===== src/rtl/uart_rx.sv =====
// uart_rx: serial-to-stream receiver (start, Word_len data LSB-first, optional parity, stop).
// Ports: clk, rst (async active-low), Uart_rx line in; rx_data/rx_data_valid/rx_data_ready
//        stream with rx_parity_err, rx_frame_err sideband and rx_overrun drop pulse.
`timescale 1ns/1ps
module uart_rx #(
    parameter int    clk_rate = 50_000_000,
    parameter int    Baud     = 115200,
    parameter int    Word_len = 8,
    parameter string PARITY   = "even"
) (
    input  logic                clk,
    input  logic                rst,
    input  logic                Uart_rx,
    output logic [Word_len-1:0] rx_data,
    output logic                rx_data_valid,
    input  logic                rx_data_ready,
    output logic                rx_parity_err,
    output logic                rx_frame_err,
    output logic                rx_overrun
);

    localparam int Baud_div = clk_rate / Baud;
    localparam int Half_div = Baud_div / 2;
    localparam int BCW      = (Baud_div > 1) ? $clog2(Baud_div) : 1;
    localparam int NCW      = $clog2(Word_len + 1);
    localparam bit PAR_EN   = (PARITY != "none");
    localparam bit PAR_ODD  = (PARITY == "odd");

    localparam logic [BCW-1:0] HALF_M1 = BCW'(Half_div - 1);
    localparam logic [BCW-1:0] FULL_M1 = BCW'(Baud_div - 1);
    localparam logic [NCW-1:0] LAST_B  = NCW'(Word_len - 1);

    typedef enum logic [2:0] {
        S_IDLE,
        S_START,
        S_DATA,
        S_PARITY,
        S_STOP
    } state_e;

    state_e state_q, state_d;

    logic                rx_s1_q, rx_s2_q, rx_prev_q;
    logic [BCW-1:0]      baud_q, baud_d;
    logic [NCW-1:0]      bit_q, bit_d;
    logic [Word_len-1:0] shift_q, shift_d;
    logic                perr_q, perr_d;

    logic [Word_len-1:0] data_q, data_d;
    logic                valid_q, valid_d;
    logic                operr_q, operr_d;
    logic                oferr_q, oferr_d;
    logic                ovr_q, ovr_d;

    logic commit;
    logic load;
    logic fall;

    assign fall = rx_prev_q & ~rx_s2_q;

    // Receive FSM: counters restart on every state entry and after each sample.
    always_comb begin
        state_d = state_q;
        baud_d  = baud_q + 1'b1;
        bit_d   = bit_q;
        shift_d = shift_q;
        perr_d  = perr_q;
        commit  = 1'b0;
        unique case (state_q)
            S_IDLE: begin
                baud_d = '0;
                bit_d  = '0;
                if (fall) begin
                    state_d = S_START;
                    perr_d  = 1'b0;
                end
            end
            S_START: begin
                if (baud_q == HALF_M1) begin
                    baud_d  = '0;
                    state_d = rx_s2_q ? S_IDLE : S_DATA;
                end
            end
            S_DATA: begin
                if (baud_q == FULL_M1) begin
                    baud_d            = '0;
                    shift_d           = shift_q >> 1;
                    shift_d[Word_len-1] = rx_s2_q;
                    bit_d             = bit_q + 1'b1;
                    if (bit_q == LAST_B) begin
                        bit_d   = '0;
                        state_d = PAR_EN ? S_PARITY : S_STOP;
                    end
                end
            end
            S_PARITY: begin
                if (baud_q == FULL_M1) begin
                    baud_d  = '0;
                    perr_d  = PAR_ODD ? (rx_s2_q != ~^shift_q)
                                      : (rx_s2_q != ^shift_q);
                    state_d = S_STOP;
                end
            end
            S_STOP: begin
                if (baud_q == FULL_M1) begin
                    baud_d  = '0;
                    commit  = 1'b1;
                    state_d = S_IDLE;
                end
            end
            default: begin
                baud_d  = '0;
                bit_d   = '0;
                state_d = S_IDLE;
            end
        endcase
    end

    // Output register: a commit lands only if the slot is empty or drains this cycle.
    always_comb begin
        load    = commit & (~valid_q | rx_data_ready);
        data_d  = data_q;
        operr_d = operr_q;
        oferr_d = oferr_q;
        valid_d = valid_q;
        ovr_d   = commit & ~load;
        if (load) begin
            data_d  = shift_q;
            operr_d = PAR_EN ? perr_q : 1'b0;
            oferr_d = ~rx_s2_q;
            valid_d = 1'b1;
        end else if (valid_q && rx_data_ready) begin
            valid_d = 1'b0;
        end
    end

    always_ff @(posedge clk or negedge rst) begin
        if (!rst) begin
            rx_s1_q   <= 1'b1;
            rx_s2_q   <= 1'b1;
            rx_prev_q <= 1'b1;
            state_q   <= S_IDLE;
            baud_q    <= '0;
            bit_q     <= '0;
            shift_q   <= '0;
            perr_q    <= 1'b0;
            data_q    <= '0;
            valid_q   <= 1'b0;
            operr_q   <= 1'b0;
            oferr_q   <= 1'b0;
            ovr_q     <= 1'b0;
        end else begin
            rx_s1_q   <= Uart_rx;
            rx_s2_q   <= rx_s1_q;
            rx_prev_q <= rx_s2_q;
            state_q   <= state_d;
            baud_q    <= baud_d;
            bit_q     <= bit_d;
            shift_q   <= shift_d;
            perr_q    <= perr_d;
            data_q    <= data_d;
            valid_q   <= valid_d;
            operr_q   <= operr_d;
            oferr_q   <= oferr_d;
            ovr_q     <= ovr_d;
        end
    end

    assign rx_data       = data_q;
    assign rx_data_valid = valid_q;
    assign rx_parity_err = operr_q;
    assign rx_frame_err  = oferr_q;
    assign rx_overrun    = ovr_q;

endmodule


===== config.mk =====
export PLATFORM = sky130hd
export DESIGN_NAME = uart_rx
export DESIGN_NICKNAME = d
export VERILOG_FILES = /design/src/rtl/uart_rx.sv
export SDC_FILE = /design/constraint.sdc
export NUM_CORES = 1
export LEC_CHECK = 0
export ABC_AREA = 0
export BUFFER_PORTS_ARGS = -buffer_cell sky130_fd_sc_hd__buf_2
export CAP_MARGIN = 20
export CELL_PAD_IN_SITES_DETAIL_PLACEMENT = 1
export CELL_PAD_IN_SITES_GLOBAL_PLACEMENT = 2
export CORE_MARGIN = 3
export CORE_UTILIZATION = 26
export CTS_CLUSTER_SIZE = 14
export DETAILED_ROUTE_END_ITERATION = 10
export PLACE_DENSITY = 0.61
export SYNTH_ARGS = -nofsm -noshare
export SYNTH_HDL_FRONTEND = slang
export SYNTH_SLANG_ARGS = --single-unit

===== constraint.sdc =====
create_clock -name clk -period 4.8 [get_ports clk]
set_input_delay 0.96 -clock clk [delete_from_list [all_inputs] [get_ports clk]]
set_output_delay 0.96 -clock clk [all_outputs]
set_load 0.05 [all_outputs]

==> impl_metrics.py <==
metrics = {
    "worst_setup_path": {
        "worstPathRequired_ns": 4.98,
        "r2r_setup_slack_ns": 2.75,
        "worstPathMaxFanout": 12,
        "critPathCaptureType": "flip-flop",
        "critical_path_class": "reg -> reg",
        "startpoint_type": "flip-flop",
        "worst-endpoint-arrival_ns": 2.23,
    },
    "sta": {
        "clock.fmax_mhz": 487,
        "hold_slack_ns": 0.361,
        "final_period_minus_worst_setup_slack_ns": 2.05,
        "finalHoldViolCount": 0,
        "rsz0062_at_grt": "no",
        "worst_slew_margin_rel_pct": 40.3,
        "setup_viol": 0,
        "finalSetupTns_ns": 0,
        "slew_violations": 0,
        "finClkSkew_ns": 0.00923,
        "max_slew.worst_pin.slew_ns": 0.895,
        "min_period_over_period_pct": 42.8,
    },
    "layout": {
        "area_delta_synth_final_pct": 15.7,
        "filler_cell_count": 767,
        "final_layout_size_suffix_gt1_share_pct": 24.6,
        "nNetsFinal": 178,
        "num_antenna_cells": 0,
        "final_util_pct": 31.2,
        "commonest_cells_after_routing_fill_and_taps_aside": "sky130_fd_sc_hd__dfrtp_1 (37), sky130_fd_sc_hd__buf_2 (15), sky130_fd_sc_hd__xnor2_1 (11), sky130_fd_sc_hd__mux2_2 (11), sky130_fd_sc_hd__nor2_1 (10)",
        "mostFrequentLayoutCell": "sky130_fd_sc_hd__dfrtp_1",
    },
    "routing": {
        "detail-route-antenna-nets": 0,
        "via_per_inst": 4.51,
        "routedLengthMet1_um": 1760,
        "routed.top_layer": "met4",
        "drc": 0,
        "first_pass_iters": 3,
        "detailroute.wirelength.met2_um": 1890,
        "route.final.wire_length_um": 3820,
        "drt-initial-drc-count": 29,
        "routedWlPerCell_um": 14.3,
        "vias": 1204,
        "met3RoutedLength_um": 127,
    },
    "synth": {
        "avgSynthCellArea_um2": 12.2,
        "synth-seq-area-share_pct": 54.5,
        "synth-seq-cells": 40,
        "synth_fp_nets": 159,
        "syn-cell-area_mm2": 0.00184,
        "post_synth_inst_count": 151,
        "ys.warnings.count": 0,
        "synth_cell_type_count": 44,
    },
    "power": {
        "p_leak_nw": 0.998,
        "pwr_density_cell_mw_per_mm2": 393,
        "power.total_mw": 0.838,
        "ir_worst_vdd_uv": 166,
    },
    "global_route": {
        "grt_overflow": 0,
        "antenna_found_initial": 0,
        "first_global_vias": 1330,
        "grtUsageTotal_pct": 10.2,
        "first_pass_grt_wire_length_um": 6680,
        "grt_start_max_net_pins": 41,
    },
    "clocking": {
        "ctsHtreeMaxLevel": 2,
        "cts_inserted_buffers": 5,
        "ctsRootBufferMaster": "sky130_fd_sc_hd__clkbuf_8",
        "post_cts_gate_resize_count": 0,
        "clock_sinks": 40,
        "clock_latency_ns": 0.29,
        "postCtsHoldBufs": 0,
        "path_clk_slew_ns": 0.09,
        "cts_buffer_depth": 2,
        "cts_tree": "done",
        "cts.repair_timing.setup_buffer_count": 0,
    },
    "outcome": {
        "status": "finished clean",
    },
    "placement": {
        "gp_congestion": 0.735,
        "port_buffers": 15,
        "post-dp-hpwl_um": 2740,
    },
    "floorplan": {
        "core-area_mm2": 0.00683,
        "dieHeight_um": 90.2,
        "die_area_mm2": 0.00814,
        "io-pin-count": 16,
        "fp.dieW_um": 90.2,
        "rows": 30,
        "floorplan.initialDensity_pct": 27.0,
    },
    "run": {
        "timing.max_cap.violations": 0,
    },
    "min_path": {
        "min-delay-path-class": "reg -> reg",
    },
}
final timing paths:
check	endpoint	cells after the start	from
max in group asynchronous	state_q[0]	1	rst
min in group asynchronous	perr_q	1	rst
worst min-delay path	rx_s2_q	0	rx_s1_q
worst max register to register	rx_data[4]	5	baud_q[1]
worst min register to register	rx_s2_q	0	rx_s1_q
worst max-delay path	rx_data[4]	5	baud_q[1]
sequential cells by signal, indices dropped and copies added, names as in the netlist:
signal         flops
state_q            3
baud_q             9
rx_overrun         1
rx_data_valid      1
rx_data            8
bit_q              4
rx_parity_err      1
rx_s1_q            1
rx_prev_q          1
rx_frame_err       1
shift_q            8
rx_s2_q            1
perr_q             1
cell usage after synthesis (all sizes together):
library cell   n  share of area [%]
a211o          1               0.48
a21boi         1               0.41
a21o           2               0.81
a21oi          1               0.27
a22oi          1               0.68
a32o           1               0.54
and2           1               0.34
and2b          1               0.41
and3           3                1.0
and4b          1               0.54
and4bb         1               0.68
buf            3                1.2
dfrtp         37                 50
dfstp          3                4.3
ha             4                2.7
inv            4               0.81
mux2          17                 10
nand2          9                2.0
nand2b         2               0.68
nand3          4                1.1
nand4          2               0.68
nand4b         2               0.95
nand4bb        1               0.61
nor2          10                2.0
nor2b          3                1.0
nor3           4                1.1
nor3b          3                1.5
nor4b          1               0.48
o21ai          7                1.9
o22a           1               0.48
o22ai          1               0.34
o31ai          1               0.41
or2            2               0.68
or3            1               0.34
or3b           1               0.61
xnor2         11                5.2
xnor3          1                1.2
xor2           2               0.95
where the power goes:
group | internal (mW) | switching [mW]
Sequential | 0.374 | 0.0503
Combinational | 0.0625 | 0.0671
Clock | 0.157 | 0.127
stage by stage:
step	setup slack [ns]	instances	area, um2
after floorplan	2.89	151	1840
after global placement	2.60	259	2020
after detailed placement	2.49	259	2020
after CTS	2.72	267	2130
after global routing	2.53	267	2130
final	2.75	267	2130
cell type report:
cell class	count	area (um2)	area share, %
clock buffer	5	68.8	3.23
clock inverter	3	46.3	2.17
inverter	4	15.0	0.704
multi-input combinational	104	802	37.6
sequential	40	1000	47.1
tap	96	120	5.63
timing repair buffer	15	75.1	3.52
logic make-up after synthesis:
family | after synthesis | share of synthesized area (%)
AO/OA/AOI/OAI | 17 | 6.31
adder cells (fa/ha/maj) | 4 | 2.72
buffers and inverters | 7 | 1.97
multiplexers | 17 | 10.4
XOR/XNOR | 14 | 7.40
AND/OR/NAND/NOR | 52 | 16.7
flip-flops | 40 | 54.5
metal layers:
| metal | global-route usage, % | up-vias |
|---|---|---|
| li1 | - | 563 |
| met4 | 3.83 | 0 |
| met1 | 13.1 | 622 |
| met2 | 16.0 | 17 |
| met5 | 0 | - |
| met3 | 3.26 | 2 |
critical path, cell delays in order (launching register included):
cell                       delay, ns
sky130_fd_sc_hd__dfrtp_1        0.40
sky130_fd_sc_hd__inv_1          0.08
sky130_fd_sc_hd__ha_1           0.14
sky130_fd_sc_hd__and4bb_2       0.33
sky130_fd_sc_hd__nand4_1        0.50
sky130_fd_sc_hd__mux2_1         0.50
No activity file was read; power rests on OpenSTA's default activity.
